## config.mk

```make
export PLATFORM = sky130hd
export DESIGN_NAME = mem_read_arbiter_flat
export DESIGN_NICKNAME = d
export VERILOG_FILES = /design/src/rtl/mem_read_arbiter_if.sv /design/src/rtl/mem_read_arbiter.sv /design/src/flat_wrapper.sv
export SDC_FILE = /design/constraint.sdc
export NUM_CORES = 1
export LEC_CHECK = 0
export ABC_AREA = 1
export CAP_MARGIN = 10
export CELL_PAD_IN_SITES_DETAIL_PLACEMENT = 0
export CELL_PAD_IN_SITES_GLOBAL_PLACEMENT = 1
export CORE_MARGIN = 1
export CORE_UTILIZATION = 24
export DETAILED_ROUTE_END_ITERATION = 6
export GPL_ROUTABILITY_DRIVEN = 0
export GPL_TIMING_DRIVEN = 0
export MAX_ROUTING_LAYER = met4
export PLACE_DENSITY_LB_ADDON = 0.1
export SLEW_MARGIN = 5
export SYNTH_ARGS = -nofsm -noshare
export SYNTH_HDL_FRONTEND = slang
export SYNTH_SLANG_ARGS = --single-unit
```

## constraint.sdc

```tcl
create_clock -name clk -period 2.55 [get_ports clk]
set_input_delay 0.51 -clock clk [delete_from_list [all_inputs] [get_ports clk]]
set_output_delay 0.51 -clock clk [all_outputs]
set_load 0.02 [all_outputs]
```

## src/rtl/mem_read_arbiter_if.sv

```systemverilog
// ============================================================================
//  mem_read_arbiter_if : requester, memory and status bundle of mem_read_arbiter
//  Revision 1.0
// ============================================================================
`default_nettype none

interface mem_read_arbiter_if #(
   parameter int ADDR_W = 64,
   parameter int DATA_W = 32
);
   logic              i_icache_req;
   logic [ADDR_W-1:0] i_icache_addr;
   logic              i_dcache_req;
   logic [ADDR_W-1:0] i_dcache_addr;
   logic              o_icache_gnt;
   logic              o_dcache_gnt;
   logic              o_icache_r_valid;
   logic              o_icache_r_last;
   logic              o_dcache_r_valid;
   logic              o_dcache_r_last;
   logic [DATA_W-1:0] o_r_data;
   logic              o_mem_req;
   logic [ADDR_W-1:0] o_mem_addr;
   logic              i_mem_r_valid;
   logic              i_mem_r_last;
   logic [DATA_W-1:0] i_mem_r_data;
   logic              o_burst_err;

   // Arbiter side
   modport slave (
      input  i_icache_req, i_icache_addr, i_dcache_req, i_dcache_addr,
      input  i_mem_r_valid, i_mem_r_last, i_mem_r_data,
      output o_icache_gnt, o_dcache_gnt,
      output o_icache_r_valid, o_icache_r_last, o_dcache_r_valid, o_dcache_r_last,
      output o_r_data, o_mem_req, o_mem_addr, o_burst_err
   );

   // Requesters and memory side
   modport master (
      output i_icache_req, i_icache_addr, i_dcache_req, i_dcache_addr,
      output i_mem_r_valid, i_mem_r_last, i_mem_r_data,
      input  o_icache_gnt, o_dcache_gnt,
      input  o_icache_r_valid, o_icache_r_last, o_dcache_r_valid, o_dcache_r_last,
      input  o_r_data, o_mem_req, o_mem_addr, o_burst_err
   );
endinterface

`default_nettype wire

```

## src/rtl/mem_read_arbiter.sv

```systemverilog
// ============================================================================
//  mem_read_arbiter : two-requester (icache/dcache) burst read arbiter.
//  Tie-break: round-robin when MEM_ARB_ROUND_ROBIN_EN is defined, else dcache.
//  Revision 1.0
// ============================================================================
`default_nettype none

module mem_read_arbiter #(
   parameter int ADDR_W = 64,
   parameter int DATA_W = 32,
   parameter int BEATS  = 16
) (
   input  wire logic           clk,
   input  wire logic           arst,
   mem_read_arbiter_if.slave   bus
);

   localparam int              CNT_W    = (BEATS > 2) ? $clog2(BEATS) : 1;
   localparam logic [CNT_W-1:0] LAST_CNT = CNT_W'(BEATS - 1);
   localparam logic [CNT_W-1:0] CNT_ONE  = CNT_W'(1);

   typedef enum logic [1:0] {
      IDLE    = 2'd0,
      GRANT_I = 2'd1,
      GRANT_D = 2'd2
   } state_t;

   state_t            state;
   logic              icache_gnt;
   logic              dcache_gnt;
   logic              mem_req;
   logic [ADDR_W-1:0] mem_addr;
   logic [CNT_W-1:0]  beat_cnt;
   logic              burst_err;

   logic              pick_d;
   logic              any_req;
   logic              beat_bad;

`ifdef MEM_ARB_ROUND_ROBIN_EN
   // Set when dcache owned the most recent burst
   logic              last_d;

   always_comb begin
      pick_d = bus.i_dcache_req & (~bus.i_icache_req | ~last_d);
   end
`else
   always_comb begin
      pick_d = bus.i_dcache_req;
   end
`endif

   always_comb begin
      any_req  = bus.i_icache_req | bus.i_dcache_req;
      beat_bad = ( bus.i_mem_r_last & (beat_cnt != LAST_CNT)) |
                 (~bus.i_mem_r_last & (beat_cnt == LAST_CNT));
   end

   always_ff @(posedge clk or posedge arst) begin
      if (arst) begin
         state      <= IDLE;
         icache_gnt <= 1'b0;
         dcache_gnt <= 1'b0;
         mem_req    <= 1'b0;
         mem_addr   <= '0;
         beat_cnt   <= '0;
         burst_err  <= 1'b0;
`ifdef MEM_ARB_ROUND_ROBIN_EN
         last_d     <= 1'b0;
`endif
      end else begin
         case (state)
            IDLE: begin
               if (any_req) begin
                  mem_req  <= 1'b1;
                  beat_cnt <= '0;
`ifdef MEM_ARB_ROUND_ROBIN_EN
                  last_d   <= pick_d;
`endif
                  if (pick_d) begin
                     state      <= GRANT_D;
                     dcache_gnt <= 1'b1;
                     mem_addr   <= bus.i_dcache_addr;
                  end else begin
                     state      <= GRANT_I;
                     icache_gnt <= 1'b1;
                     mem_addr   <= bus.i_icache_addr;
                  end
               end
            end

            GRANT_I, GRANT_D: begin
               // Requests are not looked at here: the grant holds until r_last
               if (bus.i_mem_r_valid) begin
                  beat_cnt <= beat_cnt + CNT_ONE;
                  if (beat_bad) begin
                     burst_err <= 1'b1;
                  end
                  if (bus.i_mem_r_last) begin
                     state      <= IDLE;
                     icache_gnt <= 1'b0;
                     dcache_gnt <= 1'b0;
                     mem_req    <= 1'b0;
                  end
               end
            end

            default: begin
               state      <= IDLE;
               icache_gnt <= 1'b0;
               dcache_gnt <= 1'b0;
               mem_req    <= 1'b0;
            end
         endcase
      end
   end

   // Beat routing is combinational so memory beats reach the owner with no delay
   assign bus.o_icache_r_valid = icache_gnt & bus.i_mem_r_valid;
   assign bus.o_icache_r_last  = icache_gnt & bus.i_mem_r_valid & bus.i_mem_r_last;
   assign bus.o_dcache_r_valid = dcache_gnt & bus.i_mem_r_valid;
   assign bus.o_dcache_r_last  = dcache_gnt & bus.i_mem_r_valid & bus.i_mem_r_last;
   assign bus.o_r_data         = bus.i_mem_r_data;
   assign bus.o_icache_gnt     = icache_gnt;
   assign bus.o_dcache_gnt     = dcache_gnt;
   assign bus.o_mem_req        = mem_req;
   assign bus.o_mem_addr       = mem_addr;
   assign bus.o_burst_err      = burst_err;

endmodule

`default_nettype wire

```

## src/flat_wrapper.sv

```systemverilog
// flat-port wrapper written by rule: the top's interface ports become plain ports
module mem_read_arbiter_flat 
#(
   parameter int ADDR_W = 64,
   parameter int DATA_W = 32,
   parameter int BEATS  = 16
)
  (clk, arst, bus_i_icache_req, bus_i_icache_addr, bus_i_dcache_req, bus_i_dcache_addr, bus_i_mem_r_valid, bus_i_mem_r_last, bus_i_mem_r_data, bus_o_icache_gnt, bus_o_dcache_gnt, bus_o_icache_r_valid, bus_o_icache_r_last, bus_o_dcache_r_valid, bus_o_dcache_r_last, bus_o_r_data, bus_o_mem_req, bus_o_mem_addr, bus_o_burst_err);
  mem_read_arbiter_if #(.ADDR_W(ADDR_W), .DATA_W(DATA_W)) bus_i ();
  input  wire logic clk;
  input  wire logic arst;
  input wire logic [$bits(bus_i.i_icache_req)-1:0] bus_i_icache_req;
  input wire logic [$bits(bus_i.i_icache_addr)-1:0] bus_i_icache_addr;
  input wire logic [$bits(bus_i.i_dcache_req)-1:0] bus_i_dcache_req;
  input wire logic [$bits(bus_i.i_dcache_addr)-1:0] bus_i_dcache_addr;
  input wire logic [$bits(bus_i.i_mem_r_valid)-1:0] bus_i_mem_r_valid;
  input wire logic [$bits(bus_i.i_mem_r_last)-1:0] bus_i_mem_r_last;
  input wire logic [$bits(bus_i.i_mem_r_data)-1:0] bus_i_mem_r_data;
  output wire logic [$bits(bus_i.o_icache_gnt)-1:0] bus_o_icache_gnt;
  output wire logic [$bits(bus_i.o_dcache_gnt)-1:0] bus_o_dcache_gnt;
  output wire logic [$bits(bus_i.o_icache_r_valid)-1:0] bus_o_icache_r_valid;
  output wire logic [$bits(bus_i.o_icache_r_last)-1:0] bus_o_icache_r_last;
  output wire logic [$bits(bus_i.o_dcache_r_valid)-1:0] bus_o_dcache_r_valid;
  output wire logic [$bits(bus_i.o_dcache_r_last)-1:0] bus_o_dcache_r_last;
  output wire logic [$bits(bus_i.o_r_data)-1:0] bus_o_r_data;
  output wire logic [$bits(bus_i.o_mem_req)-1:0] bus_o_mem_req;
  output wire logic [$bits(bus_i.o_mem_addr)-1:0] bus_o_mem_addr;
  output wire logic [$bits(bus_i.o_burst_err)-1:0] bus_o_burst_err;
  assign bus_i.i_icache_req = bus_i_icache_req;
  assign bus_i.i_icache_addr = bus_i_icache_addr;
  assign bus_i.i_dcache_req = bus_i_dcache_req;
  assign bus_i.i_dcache_addr = bus_i_dcache_addr;
  assign bus_i.i_mem_r_valid = bus_i_mem_r_valid;
  assign bus_i.i_mem_r_last = bus_i_mem_r_last;
  assign bus_i.i_mem_r_data = bus_i_mem_r_data;
  assign bus_o_icache_gnt = bus_i.o_icache_gnt;
  assign bus_o_dcache_gnt = bus_i.o_dcache_gnt;
  assign bus_o_icache_r_valid = bus_i.o_icache_r_valid;
  assign bus_o_icache_r_last = bus_i.o_icache_r_last;
  assign bus_o_dcache_r_valid = bus_i.o_dcache_r_valid;
  assign bus_o_dcache_r_last = bus_i.o_dcache_r_last;
  assign bus_o_r_data = bus_i.o_r_data;
  assign bus_o_mem_req = bus_i.o_mem_req;
  assign bus_o_mem_addr = bus_i.o_mem_addr;
  assign bus_o_burst_err = bus_i.o_burst_err;
  mem_read_arbiter #(.ADDR_W(ADDR_W), .DATA_W(DATA_W), .BEATS(BEATS)) u_core (.clk(clk), .arst(arst), .bus(bus_i));
endmodule
```

## Yosys cells after proc, flatten, opt, wreduce, memory -nomap -nowiden

Index checks and enable logic that the tools add are counted.

- $lt $le $gt $ge: 0
- Shift-type cells: 0
- Eq/ne operators: 9
- Multiply operators: 0
- Divide/modulo/power cells: 0
- Reductions and logical operators: 9
- Add/subtract/negate cells: 1
- Mux-type cells: 19
- Bitwise logic cells: 9

Operator list:

| cell | number |
|---|---|
| $mux W64 | 1 |
| $reduce_and A3 Y1 | 3 |
| $mux W2 | 4 |
| $mux W4 | 2 |
| $ne A2 B2 Y1 const B | 4 |
| $pmux W4 S2 | 1 |
| $reduce_and A4 Y1 | 2 |
| $mux W1 | 7 |
| $and A1 B1 Y1 | 6 |
| $pmux W1 S2 | 3 |
| $add A4 B1 Y4 const B | 1 |
| $eq A4 B4 Y1 const B | 1 |
| $ne A4 B4 Y1 const B | 1 |
| $pmux W2 S2 | 1 |
| $eq A2 B1 Y1 const B | 1 |
| $eq A2 B2 Y1 const B | 1 |
| $logic_not A2 Y1 | 1 |
| $ne A2 B1 Y1 const B | 1 |
| $or A1 B1 Y1 | 2 |
| $reduce_and A2 Y1 | 1 |
| $reduce_bool A2 Y1 | 1 |
| $reduce_or A2 Y1 | 1 |
| $not A1 Y1 | 1 |

- Bits in writable memories: 0
- Word-level logic and storage cells: 54
- Output and inout bits: 104
- Memory bits (read-only): 0
- Memories: 0
- Register bits after elaboration: 74
- Input bits: 166
- Bits in latches: 0

## Logic depth before layout (Yosys ltp)

- Depth in word-level cells: 4
- Gate-level depth with buffers: 10
- Gate-level depth less buffers: 10

## Worst setup path after synthesis

OpenSTA, ideal clock, no wires.

- Path kind: input -> output
- Start: in bus_i_mem_r_last
- End: out bus_o_dcache_r_last
- Setup slack: 1.185 ns
- Arrival time: 0.855 ns
- Stages on the path: 2
- Data required time: 2.040 ns
- Cells stage by stage: inv_1 > nor2_1

- Longest elaborated chain between the ends: 1

RTL lines:

| element | line | source |
|---|---|---|
| start, declared | flat_wrapper.sv:17 | `input wire logic [$bits(bus_i.i_mem_r_last)-1:0] bus_i_mem_r_last;` |
| $and A1 B1 Y1 | mem_read_arbiter.sv:122 | `assign bus.o_dcache_r_last = dcache_gnt & bus.i_mem_r_valid & bus.i_mem_r_last;` |
| end, declared | flat_wrapper.sv:24 | `output wire logic [$bits(bus_i.o_dcache_r_last)-1:0] bus_o_dcache_r_last;` |

Every way passes these cells.

## Worst setup path after layout

- Start: in bus_i_mem_r_valid
- End: out bus_o_dcache_r_last

- Longest elaborated chain between the ends: 2

RTL lines:

| element | line | source |
|---|---|---|
| start, declared | flat_wrapper.sv:16 | `input wire logic [$bits(bus_i.i_mem_r_valid)-1:0] bus_i_mem_r_valid;` |
| $and A1 B1 Y1 (2 in series) | mem_read_arbiter.sv:122 |  |

Every way passes these cells.

==> results summary <==
The final layout contains 877 nets. Dividing the final minimum period by the clock period gives 0.921. The critical path required time is 2.04 ns. The top fanout value on the critical path came out at 4.

Buffers inserted to repair hold after CTS numbered 0. The number of antenna violations at the first check in global routing came out at 0. The wire length of the first global-routing pass came out at 19,900 µm.

CTS placed an instance of sky130_fd_sc_hd__clkbuf_16 at the clock tree root. The flow ran to the end, and the final reports show no timing, DRC or antenna violations. The area growth from synthesis to layout came out at 76.7%. Across every metal layer, demand over resource in global routing totals 0.161.

The hold violation count in the final report is 0. The depth of the CTS H-tree came out at 3. The deepest clock path buffer count came out at 2. The via count of the first global-routing pass came out at 4,009. The average cell area after synthesis came out at 8.36 µm². The diode insertion count for antenna repair came out at 0. Summing over every cut layer, the via total after detailed routing is 3,965. The total count of max-transition violations in the final report is 0.

Setup violations remaining at the end of the flow were counted as 0. Once detail routing completed, the nets flagged for antenna violations numbered 0. The setup skew after layout is 0.00406 ns. The power after layout is 6.70 mW. In this run the cell area measured after placement is 6500 µm². The number of vias per cell after detailed routing is 4.29. Summing every instance area after synthesis gives 3840 µm². The number of fill cells is 1,572. The floorplan die height is 128 µm. In the routed design, unresolved DRC markers number 0.

The number of warnings issued by yosys is 0. STA puts the critical path data arrival time at 1.84 ns. The clock-pin slew on the worst setup and hold paths came out at 0.06 ns. The number of setup buffers added after CTS is 0. The detailed-placement wirelength estimate is 9890 µm. Post-CTS repair changed the size of 0 cells. The floorplan has 45 rows. The clock reaches the later pin of the worst-skew pair after 0.33 ns.

The number of search-and-repair iterations in the first detailed-routing pass is 4. The worst setup path is captured at a primary output. The slack of the worst reg-to-reg path came out at 0.94 ns. The worst setup path is launched from an input pin. In the synthesized netlist, the number of instances is 459. The starting utilization of the core area is 0.249. The post-route standard cell area excluding fillers is 6780 µm². Buffers inserted during clock tree synthesis total 9.

The die width is 128 µm. The number of maximum-capacitance constraint violations is 0. After detailed routing, the average wire length per cell comes to 13.9 µm. The worst supply voltage drop on vdd came out at 0.300 mV. Setup repair after global routing left no endpoint under its margin. The fraction of layout instances using a drive strength above 1 came out at 0.108.

The post-layout utilization of the core came out at 0.439. Before CTS, the worst setup slack after placement is 0.190 ns. The power per cell area is 989 nW/µm². Timing would allow up to 426 MHz. The share of the yosys chip area belonging to registers came out at 0.483.

The violation count after the first detailed-routing iteration came out at 136. The post-synthesis sequential element count came out at 74. The largest net degree at the start of global routing is 39. The tightest min-delay check is of the reg -> reg type. The number of cells on the worst reg-to-reg path came out at 8. The number of nets handed over by synthesis was 628. The static power due to leakage came out at 2.82 nW. The number of buffers inserted by port buffering is 237. Summed over all layers, the routed wires come to 12,800 µm. The die area came out at 16,500 µm². Across all hold checks on the routed design, the worst slack comes to 0.465 ns. The tree built by TritonCTS fans out to 74 sinks. The placeable core area is 15,400 µm². The critical path in this run is classified as in -> out.

The transition time of the tightest slew-check pin is 0.502 ns. The normalized max-slew margin came out at 0.665. The worst hold path stage count came out at 2.

For this run the aggregate overflow at the end of global routing stands at 0. TritonCTS built the clock tree. The final worst-path setup slack came out at 0.200 ns.

The unique cell type count in the Yosys netlist came out at 18. The top-level port count is 270. The clock period minus final worst setup slack is 2.35 ns.
power breakdown:
part           internal, mW  switching, mW  leakage (nW)  total (mW)
Sequential             1.71          0.286         0.818        2.00
Combinational          1.72           1.78          1.85        3.50
Clock                 0.736          0.468         0.143        1.20
Total                  4.17           2.54          2.82        6.70
worst max-delay path: stages:
cell	delay (ns)
sky130_fd_sc_hd__clkdlybuf4s50_1	0.53
sky130_fd_sc_hd__nand2_1	0.09
sky130_fd_sc_hd__nor2_1	0.09
sky130_fd_sc_hd__clkdlybuf4s50_1	0.61
registers in the layout (all words and copies together) (netlist names):
register / cells
u_core.bus.o_icache_gnt: 1
u_core.bus.o_mem_addr: 64
u_core.bus.o_burst_err: 1
u_core.state: 2
u_core.bus.o_dcache_gnt: 1
u_core.beat_cnt: 4
u_core.bus.o_mem_req: 1
worst paths after layout:
check                                       startpoint                         to
worst max-delay path                 bus_i_mem_r_valid        bus_o_dcache_r_last
worst min-delay path            u_core.bus.o_burst_err     u_core.bus.o_burst_err
worst max register to register         u_core.state[0]  u_core.bus.o_mem_addr[60]
worst min register to register  u_core.bus.o_burst_err     u_core.bus.o_burst_err
max in group asynchronous                         arst  u_core.bus.o_mem_addr[61]
min in group asynchronous                         arst  u_core.bus.o_mem_addr[25]
metrics by stage:
step / setup TNS, ns / cells
floorplan: 0 / 459
global placement: -96.40 / 907
detailed placement: 0 / 908
CTS: 0 / 924
global route: 0 / 924
finish: 0 / 924
cell families after synthesis:
kind of cell	count (synthesis)	synth area share
AND/OR/NAND/NOR	167	0.166
AO/OA/AOI/OAI	138	0.222
buffers and inverters	76	0.118
flip-flops	74	0.483
adder cells (fa/ha/maj)	3	0.00978
XOR/XNOR	1	0.00228
final cells by class:
type / instances / area, µm² / share of cell area
Timing Repair Buffer: 238 / 2390 / 0.353
Sequential cell: 74 / 1850 / 0.273
Multi-Input combinational cell: 309 / 1530 / 0.226
Buffer: 60 / 392 / 0.0578
Clock buffer: 14 / 274 / 0.0404
Tap cell: 211 / 264 / 0.0389
Inverter: 16 / 62.6 / 0.00923
Clock inverter: 2 / 10.0 / 0.00148
Yosys cell counts:
cell type,number,share of area
sky130_fd_sc_hd__ha_1,3,0.0098
sky130_fd_sc_hd__dfrtp_1,74,0.48
sky130_fd_sc_hd__nand3_1,4,0.0052
sky130_fd_sc_hd__buf_2,22,0.029
sky130_fd_sc_hd__xor2_1,1,0.0023
sky130_fd_sc_hd__clkbuf_1,2,0.0020
sky130_fd_sc_hd__nor2_1,132,0.13
sky130_fd_sc_hd__nand4_1,1,0.0016
sky130_fd_sc_hd__inv_2,2,0.0020
sky130_fd_sc_hd__o21a_1,64,0.13
sky130_fd_sc_hd__buf_4,35,0.068
sky130_fd_sc_hd__buf_6,1,0.0029
sky130_fd_sc_hd__a21oi_1,3,0.0039
sky130_fd_sc_hd__o21ai_0,12,0.016
sky130_fd_sc_hd__o21ai_1,59,0.077
sky130_fd_sc_hd__nor2_2,1,0.0016
sky130_fd_sc_hd__inv_1,14,0.014
sky130_fd_sc_hd__nand2_1,29,0.028
cell usage in the layout, fill, tap and decap left out, types with 2 or more instances in the layout:
cell type / n
sky130_fd_sc_hd__a21oi_1: 3
sky130_fd_sc_hd__buf_2: 22
sky130_fd_sc_hd__buf_4: 35
sky130_fd_sc_hd__clkbuf_1: 4
sky130_fd_sc_hd__clkbuf_16: 9
sky130_fd_sc_hd__clkbuf_8: 3
sky130_fd_sc_hd__clkdlybuf4s50_1: 237
sky130_fd_sc_hd__clkinv_2: 2
sky130_fd_sc_hd__dfrtp_1: 74
sky130_fd_sc_hd__ha_1: 3
sky130_fd_sc_hd__inv_1: 13
sky130_fd_sc_hd__inv_2: 2
sky130_fd_sc_hd__nand2_1: 29
sky130_fd_sc_hd__nand3_1: 4
sky130_fd_sc_hd__nor2_1: 132
sky130_fd_sc_hd__o21a_1: 64
sky130_fd_sc_hd__o21ai_0: 12
sky130_fd_sc_hd__o21ai_1: 59
metal layers:
metal	GRT usage	share of wire	vias up
met5	-	0	-
met4	0.0602	0.014	0
met3	0.0358	0.074	14
met2	0.274	0.49	161
met1	0.186	0.43	1821
li1	-	-	1969
(Power assumes the default switching activity.)
